File: config.mk
export PLATFORM = sky130hd
export DESIGN_NAME = ascii_uart_tx
export DESIGN_NICKNAME = d
export VERILOG_FILES = /design/src/rtl/ascii_uart_tx.sv
export SDC_FILE = /design/constraint.sdc
export NUM_CORES = 1
export LEC_CHECK = 0
export ABC_AREA = 1
export CORE_MARGIN = 2
export CORE_UTILIZATION = 25
export DETAILED_ROUTE_END_ITERATION = 8
export MAX_ROUTING_LAYER = met4
export SYNTH_ARGS = -nofsm -noshare
export SYNTH_HDL_FRONTEND = slang
export SYNTH_SLANG_ARGS = --single-unit
File: constraint.sdc
create_clock -name clk -period 3.3 [get_ports clk]
set_input_delay 0.495 -clock clk [delete_from_list [all_inputs] [get_ports clk]]
set_output_delay 0.495 -clock clk [all_outputs]
set_load 0.1 [all_outputs]
File: src/rtl/ascii_uart_tx.sv
// 8N1 UART transmitter for the ASCII result byte, LSB first.
// Define ASCII_UART_TX_PARITY_EN to insert an even-parity bit before the stop bit.
module ascii_uart_tx #(
    parameter int CLKS_PER_BIT = 5208
) (
    input  logic       clk,
    input  logic       rst,
    input  logic [7:0] data_in,
    input  logic       send,
    output logic       tx,
    output logic       busy,
    output logic       done
);

    localparam int CNT_W = (CLKS_PER_BIT > 1) ? $clog2(CLKS_PER_BIT) : 1;
    localparam logic [CNT_W-1:0] CNT_LAST = CNT_W'(CLKS_PER_BIT - 1);

    localparam logic [2:0] IDLE   = 3'd0;
    localparam logic [2:0] START  = 3'd1;
    localparam logic [2:0] DATA   = 3'd2;
`ifdef ASCII_UART_TX_PARITY_EN
    localparam logic [2:0] PARITY = 3'd3;
`endif
    localparam logic [2:0] STOP   = 3'd4;

    logic [2:0]       state;
    logic [CNT_W-1:0] baud_cnt;
    logic [2:0]       bit_idx;
    logic [7:0]       shreg;
    logic             bit_end;
`ifdef ASCII_UART_TX_PARITY_EN
    logic             parity_bit;
`endif

    assign bit_end = (baud_cnt == CNT_LAST);

    // tx is loaded one bit ahead at each boundary so the pin is a plain register.
    always_ff @(posedge clk or posedge rst) begin
        if (rst) begin
            state      <= IDLE;
            baud_cnt   <= '0;
            bit_idx    <= 3'd0;
            shreg      <= 8'h00;
            tx         <= 1'b1;
            busy       <= 1'b0;
            done       <= 1'b0;
`ifdef ASCII_UART_TX_PARITY_EN
            parity_bit <= 1'b0;
`endif
        end else begin
            done <= 1'b0;
            case (state)
                IDLE: begin
                    tx   <= 1'b1;
                    busy <= 1'b0;
                    if (send) begin
                        shreg      <= data_in;
                        baud_cnt   <= '0;
                        bit_idx    <= 3'd0;
                        state      <= START;
                        tx         <= 1'b0;
                        busy       <= 1'b1;
`ifdef ASCII_UART_TX_PARITY_EN
                        parity_bit <= ^data_in;
`endif
                    end
                end
                START: begin
                    if (bit_end) begin
                        baud_cnt <= '0;
                        state    <= DATA;
                        tx       <= shreg[0];
                    end else begin
                        baud_cnt <= baud_cnt + CNT_W'(1);
                    end
                end
                DATA: begin
                    if (bit_end) begin
                        baud_cnt <= '0;
                        shreg    <= shreg >> 1;
                        bit_idx  <= bit_idx + 3'd1;
                        if (bit_idx == 3'd7) begin
`ifdef ASCII_UART_TX_PARITY_EN
                            state <= PARITY;
                            tx    <= parity_bit;
`else
                            state <= STOP;
                            tx    <= 1'b1;
`endif
                        end else begin
                            tx <= shreg[1];
                        end
                    end else begin
                        baud_cnt <= baud_cnt + CNT_W'(1);
                    end
                end
`ifdef ASCII_UART_TX_PARITY_EN
                PARITY: begin
                    if (bit_end) begin
                        baud_cnt <= '0;
                        state    <= STOP;
                        tx       <= 1'b1;
                    end else begin
                        baud_cnt <= baud_cnt + CNT_W'(1);
                    end
                end
`endif
                STOP: begin
                    if (bit_end) begin
                        baud_cnt <= '0;
                        state    <= IDLE;
                        busy     <= 1'b0;
                        done     <= 1'b1;
                    end else begin
                        baud_cnt <= baud_cnt + CNT_W'(1);
                    end
                end
                default: begin
                    state    <= IDLE;
                    baud_cnt <= '0;
                    tx       <= 1'b1;
                    busy     <= 1'b0;
                end
            endcase
        end
    end

endmodule

==> results of run 1 <==
-- cell usage after synthesis, drive strengths merged --
library cell	count	area, um^2
inv	26	100
dfrtp	29	726
nor2	25	114
ha	3	37.5
nand2	95	362
nor3	1	5.00
o21ai	8	40.0
buf	4	31.3
nand3	40	235
a21oi	3	26.3
nand4	4	40.0
dfstp	1	26.3
o21bai	1	7.51
xor2	3	26.3
-- layer usage --
| metal | global-route usage | up-vias |
|---|---|---|
| li1 | - | 804 |
| met1 | 0.148 | 708 |
| met2 | 0.193 | 30 |
| met3 | 0.0252 | 8 |
| met4 | 0.0455 | 0 |
| met5 | - | - |
-- flip-flops by register name (all words and copies together), names as in the netlist --
name	count
baud_cnt	13
shreg	8
tx	1
bit_idx	3
busy	1
done	1
state	3
-- layout make-up --
class	instances	area share
Sequential cell	30	0.355
Clock buffer	7	0.0408
Clock inverter	1	0.0142
Inverter	26	0.0473
Multi-Input combinational cell	183	0.422
Tap cell	96	0.0567
Timing Repair Buffer	14	0.0638
-- through the flow --
stage          utilization  area, um^2  power [uW]  std cells
4_1_cts              0.310        2120        1540        357
5_1_grt              0.310        2120        1660        357
6_report             0.310        2120        1520        357
3_5_place_dp         0.293        2000        1150        349
2_1_floorplan            -        1780        1020        243
3_3_place_gp         0.293        2000        1130        349
-- power by group --
part | total [uW] | internal, uW | switching, uW | leakage (uW)
Combinational | 601 | 185 | 416 | 0.000593
Sequential | 535 | 468 | 67.0 | 0.000393
Clock | 388 | 246 | 142 | 0.0000585
-- path summary, 6_finish.rpt --
path	cells past startpoint	slack [ns]	end
max in group asynchronous	3	2.39	tx
min in group asynchronous	3	0.59	shreg[6]
max reg2reg	7	1.77	shreg[3]
min	2	0.47	tx
min reg2reg	2	0.47	tx
max	1	1.05	busy
-- kinds of logic (layout without fill, tap and decap cells) --
| logic type | count (synthesis) | count (layout) | share of synthesized area |
|---|---|---|---|
| flip-flops | 30 | 30 | 0.423 |
| adder cells (fa/ha/maj) | 3 | 3 | 0.0211 |
| AO/OA/AOI/OAI | 12 | 12 | 0.0416 |
| buffers and inverters | 30 | 48 | 0.0739 |
| AND/OR/NAND/NOR | 165 | 165 | 0.425 |
| XOR/XNOR | 3 | 3 | 0.0148 |
==> results.md, run 1 <==
* RSZ-0062 raised after global routing: false
* Placer Congestion at ~0.85
* Via Count at roughly 1.6k
* DR WL/cell at approximately 11 um
* Synthesized instance count at approximately 240
* Source of the worst hold timing path: tx
* Worst path top cell family by delay: buffers and inverters
* Outcome: finished, final reports clean
* Initial Util at 0.260
* Slowest cell on crit path: clkdlybuf4s50_1
* Netlist cell types at 25
* Ant diodes at 0
* Routed WL at slightly below 4 mm
* Final Hold Vio Count at 0
* Crit path buf inv count at 1
* Setup crit start: busy
* Final WS setup at ~1.1 ns
* Routed Antenna Nets at 0
* CP max FO at 2
* Fillers at 776
* CTS Hold Buffers Added at 0
* Area occupied by multi-input gates at slightly below 900 um^2
* Top layer reached by signal wires: met4
* Syn. warnings at 0
* Starting DRT DRC Count at 100
* CP Data Arrival Time at roughly 1.8 ns
* Power Density at just over 700 nW/um^2
* CORE AREA at approximately 6800 um^2
* WL met3 at about 100 um
* Clock transition at path regs at roughly 0.070 ns
* FF+latch count, synth at 30
* Most frequent cells in the layout: nand2_1, nand3_1, dfrtp_1
* Post-route clock period utilization at 0.682
* Routed vias/inst at 4.34
* Total GRT Usage at 0.120
* Storage cell area at 752 um^2
* Seq/Total Area, Yosys at 0.423
* Most common cell after layout, fill and taps aside: nand2_1
* Max VDD drop at 0.000218 V
* DR WL met2 at just under 2 mm
* Setup TNS at 0 ns
* Post-CTS Setup Bufs at 0
* Pre-CTS WS at ~1.3 ns
* Hold WS at between 0.4 and 0.5 ns
* Gr ovfl total at 0
* Clk_skew at between 0.009 and 0.01 ns
* TritonCTS clock tree: done
* Area grow syn2layout at 19.2%
* Vias in the first global route at about 1.6k
* Resized cells post-CTS at 0
* Critical Path Source Type: flip-flop
* Final Setup Violations at 0
* DRC Markers at 0
* Final nets at 274
* Crit path time final at approximately 2.2 ns
* Root Driver: clkbuf_8
* Critical path endpoint category: output port
* Crit path kind: reg2out
* Die W at about 88 um
* Die ar. at 7800 um^2
* Mapped Area at between 1500 and 2000 um^2
* Leakage at roughly 0.0010 uW
* Initial antenna violation count at 0
* Fmax at 444 MHz
* Met1 wire length at 1.79 mm
* Slew Viols, Final at 0
* Cell Rows at 30
* CTS buffer count at 5
* Max-cap viol count at 0
* Die extent in y at 88.3 um
* Layout cells sized above 1 at 0.0958
* HPWL Detailed at between 2 and 3 mm
* Clock sink count at 30
* IO Pins at 14
* WP data required at about 2.8 ns
* First-pass GRT wire length at 7.11 mm
* Pin count of the biggest net entering global routing at 31
* Clk Latency, worst-skew pair at 0.29 ns
* Synth Area per Inst at 7.31 um^2
* H-tree levels at 2
* Tightest Hold Check Type: reg2reg
* Slowest stage delay, CP at ~1.1 ns
* First drt pass iteration count at 5
* Critical path cell sequence: clkdlybuf4s50_1
* CTS Buffer Depth at 2
* Worst Max-Slew Pin Slew at about 0.96 ns
* Post-Synthesis Net Count at 257
* Slew HR at 0.358
* Port Buf Inserts at 13
* FF-to-FF Start: baud_cnt[0]
Power figures use the tool's default switching activity.
==> inputs of run 2 (changes only) <==
Clock period 3.3 ns to 1.85 ns, I/O delays scaled along.
==> run 2 against run 1 <==
Final cell count grew 0.28%. Core utilization rose by 0.22 points. Register-to-register slack lost 1.5 ns. Total power rose by 81%. Largest power group unchanged. Routed wire length is 0.23% higher. Clock skew is 0.00078 ns higher. First-iteration DRC count down 2.0%.
==> results.md, run 2 (same netlist as run 1, synthesis figures left out) <==
* Crit path buf inv count at 0
* CP max FO at 8
* Clk_skew at 0.0101 ns
* Post-route clock period utilization at 0.828
* First drt pass iteration count at 4
* IO Pins at 14
* Fmax at approximately 650 MHz
* Reg-to-reg setup timing slack at ~0.32 ns
* Final Setup Violations at 0
* Total GRT Usage at 0.117
* Regs by FF count: baud_cnt (13), shreg (8)
* TritonCTS clock tree: done
* Slowest cell on crit path: dfrtp_1
* Post-CTS Setup Bufs at 0
* R2R cell count at 7
* Max-cap viol count at 0
* Critical path cell sequence: ha_1, nand2_1, nor2_1, nand3_4, nand2_2, nand3_1, nand2_1
* H-tree levels at 2
* WP data required at 2.08 ns
* Most flops, register: baud_cnt
* Most frequent CP cell: nand2_1
* Routed WL at 3.90 mm
* Worst Max-Slew Pin Slew at ~0.42 ns
* Worst reg2reg path endpoint: shreg[2]
* Final nets at 275
* Clock transition at path regs at around 0.070 ns
* Slew Viols, Final at 0
* DR WL/cell at around 11 um
* Most common cell after layout, fill and taps aside: nand2_1
* Worst path top cell family by delay: simple AND/OR/NAND/NOR gates
* CTS buffer count at 5
* Clock sink count at 30
* Die extent in y at a little under 90 um
* CTS Hold Buffers Added at 0
* Vias in the first global route at around 1.5k
* Outcome: finished, final reports clean
* Ant diodes at 0
* Cell Rows at 30
* Tightest Hold Check Type: in2async
* FF-to-FF Start: baud_cnt[0]
* Initial antenna violation count at 0
* Slowest stage delay, CP at ~0.40 ns
* Pin count of the biggest net entering global routing at 31
* Max FFs per register at 13
* Dpl cells at 350
* Via Count at ~1.5k
* Power Density at 1300 nW/um^2
* Area grow syn2layout at 20.0%
* Gr ovfl total at 0
* CTS Buffer Depth at 2
* Final Util at 0.312
* Die W at 88.3 um
* First-pass GRT wire length at 6.76 mm
* Slew HR at 0.723
* Leakage at about 0.0011 uW
* RSZ-0062 raised after global routing: false
* Crit path time final at approximately 1.5 ns
* Die ar. at 7800 um^2
* Fillers at about 770
* Resized cells post-CTS at 0
* Starting DRT DRC Count at between 90 and 100
* Critical Path Source Type: flip-flop
* CP Data Arrival Time at between 1.5 and 2 ns
* Clk Latency, worst-skew pair at ~0.29 ns
* Max VDD drop at 0.000420 V
* Root Driver: clkbuf_8
* Placer Congestion at 0.901
* Port Buf Inserts at 13
* Final Hold Vio Count at 0
* Critical path endpoint category: flip-flop
* Initial Util at 0.260
* DRC Markers at 0
* Layout cells sized above 1 at 0.107
* Most frequent cells in the layout: nand2_1, nand3_1, dfrtp_1
* Crit path kind: reg2reg
* Routed vias/inst at ~4.3
* Post-route insts no fill at ~360
* Routed Antenna Nets at 0
* HPWL Detailed at approximately 2.8 mm
* Setup TNS at 0 ns
* CORE AREA at between 6000 and 7000 um^2
==> run 2: cell type report <==
class	instances	area (um^2)	share of cell area
Sequential cell	30	752	0.353
Inverter	26	100	0.0469
Clock buffer	7	86.3	0.0405
Timing Repair Buffer	15	150	0.0704
Tap cell	96	120	0.0563
Multi-Input combinational cell	183	893	0.419
Clock inverter	1	30.0	0.0141
==> run 2: layer usage <==
metal | routed length, um | up-vias | share of wire | GRT usage
met1 | 1900 | 704 | 0.49 | 0.149
li1 | - | 811 | - | -
met2 | 1810 | 24 | 0.46 | 0.176
met5 | 0 | - | 0 | -
met3 | 108 | 6 | 0.028 | 0.0280
met4 | 83 | 0 | 0.021 | 0.0551
==> run 2: per-stage QoR <==
step | setup WS (ns) | instance area, um^2 | power, uW | hold slack [ns]
after floorplan | 0.522 | 1780 | 1820 | 0.368
after global placement | 0.258 | 2020 | 2070 | 0.461
after detailed placement | 0.236 | 2020 | 2090 | 0.464
after CTS | 0.300 | 2130 | 2790 | 0.402
after global routing | 0.126 | 2130 | 2990 | 0.402
final | 0.318 | 2130 | 2760 | 0.383
==> run 2: where the power goes <==
| group | total [uW] | switching [uW] | internal, uW |
|---|---|---|---|
| clock network | 687 | 249 | 439 |
| logic | 1110 | 744 | 365 |
| registers | 965 | 128 | 836 |
==> run 2: worst max path at each step <==
stage | from | endpoint | slack (ns) | depth (start not counted)
final | baud_cnt[0] | shreg[2] | 0.32 | 7
after global routing | baud_cnt[0] | shreg[1] | 0.13 | 7
after CTS | baud_cnt[0] | shreg[5] | 0.30 | 7
after detailed placement | send | baud_cnt[12] | 0.24 | 6
after global placement | send | baud_cnt[12] | 0.26 | 6
after floorplan | baud_cnt[0] | bit_idx[0] | 0.52 | 7
==> run 2: tightest hold or removal path, stage by stage <==
cell,delay (ns)
clkdlybuf4s50_1,0.40
inv_1,0.05
buf_4,0.36
==> inputs of run 3 (changes only) <==
Clock period 1.85 ns to 1.4 ns, I/O delays scaled along.
==> run 3 against run 2 <==
Flip-flop and latch count did not move. Clock skew barely moved. Global-route usage rose by 0.91 points. Final area rose by 18%. Fmax rose by 11%.
==> results.md, run 3 (same netlist as run 1, synthesis figures left out) <==
* Outcome: finished, final reports clean
* Final nets at approximately 300
* Initial antenna violation count at 0
* Regs by FF count: baud_cnt (13), shreg (8)
* Cell Rows at 30
* FF-to-FF Start: baud_cnt[3]
* CP Data Arrival Time at about 1.6 ns
* CTS buffer count at 5
* Most flops, register: baud_cnt
* Tightest Hold Check Type: in2async
* Clk_skew at 0.00976 ns
* Switch share at 0.387
* Net load switching power at about 1600 uW
* Routed vias/inst at 4.27
* HPWL Detailed at 3.02 mm
* IO Pins at 14
* RSZ-0062 raised after global routing: true
* Fillers at between 700 and 800
* WP data required at around 1.6 ns
* Critical Path Source Type: flip-flop
* Routed WL at between 4 and 5 mm
* Crit path time final at about 1.4 ns
* Layout cells sized above 1 at 0.264
* DRC Markers at 0
* Max FFs per register at 13
* DR WL/cell at about 11 um
* Root Driver: clkbuf_8
* Pin count of the biggest net entering global routing at 31
* Gr ovfl total at 0
* Initial Util at 0.260
* Max VDD drop at between 0.0005 and 0.0006 V
* Clock sink count at 30
* Leakage at 0.00124 uW
* First drt pass iteration count at 4
* Slew HR at 0.826
* Max-cap viol count at 0
* Die W at between 80 and 90 um
* Port Buf Inserts at 13
* Reg-to-reg setup timing slack at roughly 0.023 ns
* Most frequent cells in the layout: nand2_1, nand3_1, dfrtp_1
* TritonCTS clock tree: done
* Clk Latency, worst-skew pair at ~0.29 ns
* Total GRT Usage at 0.126
* CORE AREA at about 7000 um^2
* Clock transition at path regs at approximately 0.070 ns
* Ant diodes at 0
* Routed Antenna Nets at 0
* Area grow syn2layout at 41.4%
* Power Density at 1680 nW/um^2
* Critical path endpoint category: flip-flop
* Final Hold Vio Count at 0
* Setup TNS at 0 ns
* Die ar. at around 7800 um^2
* Fmax at 726 MHz
* Vias in the first global route at approximately 1.6k
* CTS Buffer Depth at 2
* Post-route clock period utilization at 0.983
* Power share of the clock group at 0.263
* Comb power frac at 0.435
* CP max FO at 8
* Die extent in y at 88.3 um
* Final Util at 0.368
* Via Count at 1638
* Final Setup Violations at 0
* Setup crit start: baud_cnt[3]
* First-pass GRT wire length at roughly 7.4 mm
* Internal power at between 2000 and 3000 uW
* Placer Congestion at between 0.8 and 0.9
* Crit path kind: reg2reg
* Slew Viols, Final at 0
* Part of the power in registers at 0.302
* H-tree levels at 2
* Starting DRT DRC Count at 97
* Most common cell after layout, fill and taps aside: nand2_1
* CTS Hold Buffers Added at 0
* Worst Max-Slew Pin Slew at between 0.2 and 0.3 ns
* Hold WS at roughly 0.26 ns
[run 3: critical path, cell delays in order, from the launching register on]
cell and delay [ns]:
dfrtp_1 0.38, inv_1 0.12, nand2_1 0.13, nor2_2 0.17
nand3_4 0.18, buf_4 0.19, nand3_1 0.05, nand2_1 0.05
[run 3: layout make-up]
type	count	area, um^2	share of cell area
repair buffers	40	379	0.151
clock inverters	2	60.1	0.0239
clock buffers	6	82.6	0.0329
flip-flops and latches	30	756	0.301
well taps	96	120	0.0478
multi-input cells	184	1010	0.403
inverters	26	103	0.0408
[run 3: power groups by stage]
stage / combinational [uW] / sequential, uW / clock (uW)
2_1_floorplan: 958 / 1440 / 0
3_3_place_gp: 1670 / 1270 / 0
3_5_place_dp: 1690 / 1270 / 0
4_1_cts: 1710 / 1260 / 1140
5_1_grt: 2060 / 1300 / 1200
6_report: 1840 / 1270 / 1110
[run 3: final timing paths]
path | endpoint | cells after the start
worst max-delay path | baud_cnt[1] | 7
worst min register to register | tx | 2
max in group asynchronous | tx | 3
worst min-delay path | done | 3
min in group clk | shreg[7] | 3
worst max register to register | baud_cnt[1] | 7
[run 3: stage by stage]
stage | worst slack (ns) | instance area (um^2) | cells | total power (uW)
floorplan | 0.0717 | 1780 | 243 | 2400
global placement | -0.129 | 2210 | 371 | 2940
global route | -0.0664 | 2510 | 384 | 4560
CTS | 0.00247 | 2380 | 380 | 4110
detailed placement | -0.155 | 2210 | 371 | 2960
finish | 0.0232 | 2510 | 384 | 4220
[run 3: layer usage]
metal	global-route usage	vias to the layer above	routed length, um
li1	-	862	-
met1	0.160	750	2100
met2	0.193	21	2060
met3	0.0271	5	105
met4	0.0579	0	85
met5	-	-	0
[run 3: what timing repair did]
item                       4_1_cts  5_1_grt
setup endpoints to repair       20       25
pin swaps                        4        7
setup buffers                    1        3
resized for setup                6       28
gates cloned                     0        1
